### src/rtl/score_bcd_converter.sv
// score_bcd_converter
//   Sequential double-dabble converter: turns a BIN_W-bit unsigned score into
//   DIGITS packed BCD digits, one input bit per clock. It uses a start/busy/done
//   handshake and also produces per-digit leading-zero blanking and an
//   overflow flag.
//   Optional build macro SCORE_BCD_AUTO_REFRESH_EN: when it is defined, a new
//   conversion also starts whenever bin_in differs from the last converted
//   value.
`timescale 1ns/1ps

module score_bcd_converter #(
   parameter int BIN_W  = 21,
   parameter int DIGITS = 7
) (
   input  logic                  Clk,
   input  logic                  Reset,
   input  logic                  start,
   input  logic [BIN_W-1:0]      bin_in,
   output logic                  busy,
   output logic                  done,
   output logic [4*DIGITS-1:0]   bcd_out,
   output logic [DIGITS-1:0]     digit_valid,
   output logic                  overflow
);

   localparam int CNT_W = $clog2(BIN_W + 1);

   typedef enum logic [1:0] {
      IDLE  = 2'd0,
      SHIFT = 2'd1,
      DONE  = 2'd2
   } state_t;

   state_t               state, state_next;
   logic [BIN_W-1:0]     bin_sr;
   logic [4*DIGITS-1:0]  scratch;
   logic                 ovf_scratch;
   logic [CNT_W-1:0]     cnt;

   logic                 accept;
   logic                 last_shift;
   logic [4*DIGITS-1:0]  corrected;
   logic [4*DIGITS-1:0]  scratch_shifted;
   logic                 carry_out;
   logic [DIGITS-1:0]    valid_next;
   logic                 nz_seen;

`ifdef SCORE_BCD_AUTO_REFRESH_EN
   logic [BIN_W-1:0]     last_bin;

   assign accept = (state == IDLE) && (start || (bin_in != last_bin));

   // Remember the value of each accepted conversion so an unchanged score does not retrigger.
   always_ff @(posedge Clk or posedge Reset) begin
      if (Reset)       last_bin <= '0;
      else if (accept) last_bin <= bin_in;
   end
`else
   assign accept = (state == IDLE) && start;
`endif

   assign last_shift = (cnt == CNT_W'(1));
   assign busy       = (state == SHIFT) || (state == DONE);
   assign done       = (state == DONE);

   // Add-3 correction on every digit >= 5, followed by the one-bit left shift of {scratch, bin}.
   always_comb begin
      // NOTE: every always_comb output gets a default first so no path can infer a latch.
      corrected = scratch;
      for (int i = 0; i < DIGITS; i++) begin
         if (scratch[4*i +: 4] >= 4'd5)
            corrected[4*i +: 4] = scratch[4*i +: 4] + 4'd3;
      end
      {carry_out, scratch_shifted} = {corrected, bin_sr[BIN_W-1]};
   end

   // A digit is significant if it or any higher digit is nonzero. The ones digit always is.
   always_comb begin
      valid_next = '0;
      nz_seen    = 1'b0;
      for (int i = DIGITS - 1; i >= 0; i--) begin
         nz_seen       = nz_seen | (scratch_shifted[4*i +: 4] != 4'd0);
         valid_next[i] = nz_seen;
      end
      valid_next[0] = 1'b1;
   end

   // State register.
   always_ff @(posedge Clk or posedge Reset) begin
      if (Reset) state <= IDLE;
      else       state <= state_next;
   end

   // Next-state logic: IDLE -> SHIFT on an accepted start, SHIFT -> DONE after BIN_W shifts, DONE -> IDLE.
   always_comb begin
      state_next = state;
      case (state)
         IDLE:    if (accept)     state_next = SHIFT;
         SHIFT:   if (last_shift) state_next = DONE;
         DONE:                    state_next = IDLE;
         default:                 state_next = IDLE;
      endcase
   end

   // Conversion datapath. The results are written on the final shift so they appear together with done.
   always_ff @(posedge Clk or posedge Reset) begin
      // NOTE: sequential state uses non-blocking assignments so every register samples pre-edge values.
      if (Reset) begin
         bin_sr      <= '0;
         scratch     <= '0;
         ovf_scratch <= 1'b0;
         cnt         <= '0;
         bcd_out     <= '0;
         digit_valid <= DIGITS'(1);
         overflow    <= 1'b0;
      end else begin
         case (state)
            IDLE: begin
               if (accept) begin
                  bin_sr      <= bin_in;
                  scratch     <= '0;
                  ovf_scratch <= 1'b0;
                  cnt         <= CNT_W'(BIN_W);
               end
            end
            SHIFT: begin
               scratch     <= scratch_shifted;
               bin_sr      <= {bin_sr[BIN_W-2:0], 1'b0};
               ovf_scratch <= ovf_scratch | carry_out;
               cnt         <= cnt - CNT_W'(1);
               if (last_shift) begin
                  bcd_out     <= scratch_shifted;
                  digit_valid <= valid_next;
                  overflow    <= ovf_scratch | carry_out;
               end
            end
            default: ;
         endcase
      end
   end

endmodule
### config.mk
export PLATFORM = sky130hd
export DESIGN_NAME = score_bcd_converter
export DESIGN_NICKNAME = d
export VERILOG_FILES = /design/src/rtl/score_bcd_converter.sv
export SDC_FILE = /design/constraint.sdc
export NUM_CORES = 1
export LEC_CHECK = 0
export ABC_AREA = 1
export CORE_MARGIN = 2
export CORE_UTILIZATION = 57
export CTS_BUF_LIST = sky130_fd_sc_hd__clkbuf_8
export DETAILED_ROUTE_END_ITERATION = 12
export PLACE_DENSITY = 0.83
export SETUP_SLACK_MARGIN = 0.3
export SLEW_MARGIN = 15
export SYNTH_ARGS = -nofsm -noshare
export SYNTH_HDL_FRONTEND = slang
export SYNTH_SLANG_ARGS = --single-unit
### constraint.sdc
create_clock -name Clk -period 3.3 [get_ports Clk]
set_clock_uncertainty 0.15 [all_clocks]
set_input_delay 0.495 -clock Clk [delete_from_list [all_inputs] [get_ports Clk]]
set_output_delay 0.495 -clock Clk [all_outputs]
set_load 0.05 [all_outputs]
==> run metrics <==
Sink Count 92; pwr/cell area 1070 nW/um^2; worst path required time 2.65 ns; Final Net Count 624; crit path max fanout 3; max-cap viol count 0; Mapped Nets 568; CTS Buf Count 9; Die W 92.8 um; worst skew pair latency 0.36 ns; vias in the first global route 3,651; Hold EP digit_valid[4]$_DFFE_PP0P_; reg2reg start state[0]$_DFFE_PP0P_; CP Class register to output port; post-layout min period 2.56 ns; Core ar. 7690 sq um; synth unique cells 34; pin count of the biggest net entering global routing 46; worst-case clock buffer depth 2; area grow syn2layout 19.9%; count of final hold-check violations 0; Sw Ratio 46.3%; clk root buf clkbuf_8; drt via density 5.45; Mapped Cells 525; dpl cell area 5160 sq um; f_max 390 MHz; Max VDD drop 619 uV; worst hold-check path type register to register; first drt pass iteration count 4; hpwl dp 6.64 mm; Seq pwr share 32.5%; fin area 5390 sq um; net switching power 2.67 mW; CP max stage cell clkdlybuf4s50_1; H-tree depth 3; Placer Congestion 0.904; worst-path cell chain inv_1, ha_1, clkdlybuf4s50_1; DR iter-0 viols 161; Hold Path Origin digit_valid[4]$_DFFE_PP0P_; critical path buffer and inverter count 2; Arrival @ worst endpoint 1.92 ns; Comb power frac 51.8%; CTS tree built; Setup Viol. Count Final 0; Tcrit/Tclk final 77.7%; Leakage Power 2.52 nW; die area 8620 sq um; RSZ-0062 raised after global routing no; synth warn 0; die height 92.8 um; DRC viols 0; Slew Limit Fails 0; # resized after CTS 0; crit-path leading delay family buffers and inverters; antenna cell count 0; Max-slew headroom 57.8%; Slew @ Worst Pin 0.632 ns; R2R Setup Slk 0.93 ns; routed length per instance 13.8 um; Core Rows 32; post-synthesis cell area 4500 sq um; sequential area share after synthesis 51.2%; via count 3,743; first-pass GRT wire length 16.2 mm; post-cts hold buffer count 0; Syn Area/Cell 8.57 sq um; critical path startpoint category register; Place WS 0.739 ns; setup TNS 0 ns; R2R Path End bin_sr[7]$_DFFE_PP0P_; R2R cell count 10; DRT Wirelength 9.49 mm; clock-pin slew on the worst setup and hold paths 0.09 ns; Clk pwr share 15.7%; outcome finished, final reports clean; Synth Register Bits 92; starting density of the core 58.5%; Ports 62; P_int 3.09 mW; setup ws final 0.737 ns; nature of the critical path endpoint output port; Total Routing Usage GR 23.7%; max incr delay on CP 0.80 ns; Port Buffers 60; Overflow after GRT 0; Setup Fix Bufs, Post-CTS 0; initial antenna violation count 0; post-route ant nets 0; Hold Path Stages 2; ratio of cells with drive above 1 in the final layout 5.64%
power by group through the flow:
stage	combinational, mW	sequential, mW	clock (mW)
final	2.99	1.87	0.907
after detailed placement	2.97	1.88	0
after global routing	3.27	1.93	0.963
after global placement	2.86	1.86	0
after CTS	2.99	1.87	0.912
after floorplan	1.68	2.43	0
metrics by stage:
step                      hold slack [ns]  utilization (%)  power, mW  instances
after global placement              0.311             67.1       4.72        672
final                               0.333             70.2       5.76        687
after CTS                           0.338             70.2       5.77        687
after detailed placement            0.317             67.1       4.85        672
after floorplan                     0.316                -       4.11        525
after global routing                0.375             70.2       6.16        687
how the worst max path moves through the flow:
stage                            end  slack [ns]  cells past startpoint                 start
3_3_place_gp   bin_sr[0]$_DFFE_PP0P_        0.80                      8                 start
6_report                        busy        0.74                      3  state[0]$_DFFE_PP0P_
2_1_floorplan     cnt[4]$_DFFE_PP0P_        1.55                     11  state[1]$_DFFE_PP0P_
4_1_cts                         busy        0.74                      3  state[0]$_DFFE_PP0P_
5_1_grt                         busy        0.69                      3  state[0]$_DFFE_PP0P_
3_5_place_dp      cnt[4]$_DFFE_PP0P_        0.74                      9                 start
registers in the layout, summed over array words and instances (netlist names):
signal	count
ovf_scratch	1
state	2
bcd_out	28
digit_valid	6
bin_sr	21
scratch	28
cnt	5
overflow	1
kinds of logic after synthesis:
| group | after synthesis | synth area share [%] |
|---|---|---|
| fa+ha+maj | 19 | 5.28 |
| xor+xnor | 5 | 0.973 |
| buf+inv | 76 | 7.73 |
| flops | 92 | 51.2 |
| simple gates | 226 | 21.3 |
| compound gates | 106 | 13.5 |
| other cells | 1 | 0.0833 |
placed cells by master (no fill, tap or decap), types with 2 or more instances in the layout:
master / Yosys / final
inv_4: 2 / 2
clkinv_2: 0 / 2
clkbuf_8: 0 / 10
nand2_1: 141 / 141
nand3_1: 20 / 20
a21oi_1: 5 / 5
o22ai_1: 26 / 26
and2_1: 3 / 3
dfrtp_1: 92 / 92
nand4_1: 9 / 9
nor2_1: 43 / 43
xor2_1: 5 / 5
bufinv_16: 0 / 3
buf_4: 2 / 6
clkdlybuf4s50_1: 0 / 60
o21ai_1: 2 / 2
a31oi_1: 22 / 22
a21boi_0: 2 / 2
ha_1: 19 / 19
o21ai_0: 45 / 45
o211ai_1: 2 / 2
inv_1: 51 / 50
or2_2: 2 / 2
cell usage after synthesis:
library cell	number	area, sq um
inv_4	2	12.5
nand4_2	1	12.5
buf_4	2	15.0
or2_1	1	6.26
nand3_1	20	100
o22ai_1	26	163
and2_1	3	18.8
nor4_1	1	6.26
nor3_1	1	5.00
o211ai_1	2	15.0
xor2_1	5	43.8
conb_1	1	3.75
dfrtp_1	92	2300
nor2_1	43	161
nand2_4	1	11.3
buf_2	4	20.0
a21boi_0	2	15.0
ha_1	19	238
inv_2	1	3.75
a31oi_1	22	138
nand2_2	1	6.26
a22o_1	1	8.76
a21oi_1	5	25.0
nand2_1	141	529
o21ai_1	2	10.0
clkbuf_1	10	37.5
or2_2	2	12.5
nor2_4	1	11.3
o21a_1	1	7.51
nor2_8	1	20.0
inv_1	51	191
buf_6	6	67.6
o21ai_0	45	225
nand4_1	9	56.3
area by class of cell:
class	instances	area, sq um
sequential	92	2300
clock buffer	10	138
clock inverter	5	100
multi-input combinational	357	1850
timing repair buffer	67	666
tap	102	128
fill	586	2290
inverter	54	211
worst register-to-register path, cell delays in order, from the launching register on:
cell and delay [ns]:
dfrtp_1 0.40, inv_1 0.13, ha_1 0.24, inv_1 0.09
nor2_4 0.17, nor2_8 0.06, inv_4 0.25, nand2_4 0.29
buf_4 0.31, nor2_1 0.12, a31oi_1 0.05
layer usage:
metal  share of wire (%)  global-route usage, %  vias to the layer above
li1                    -                      -                     1842
met1                  45                   30.7                     1802
met2                  50                   40.3                       95
met3                 4.4                   4.88                        4
met4                0.56                   6.86                        0
met5                   0                      0                        -
Note: power is estimated with default switching activity, not from simulation.
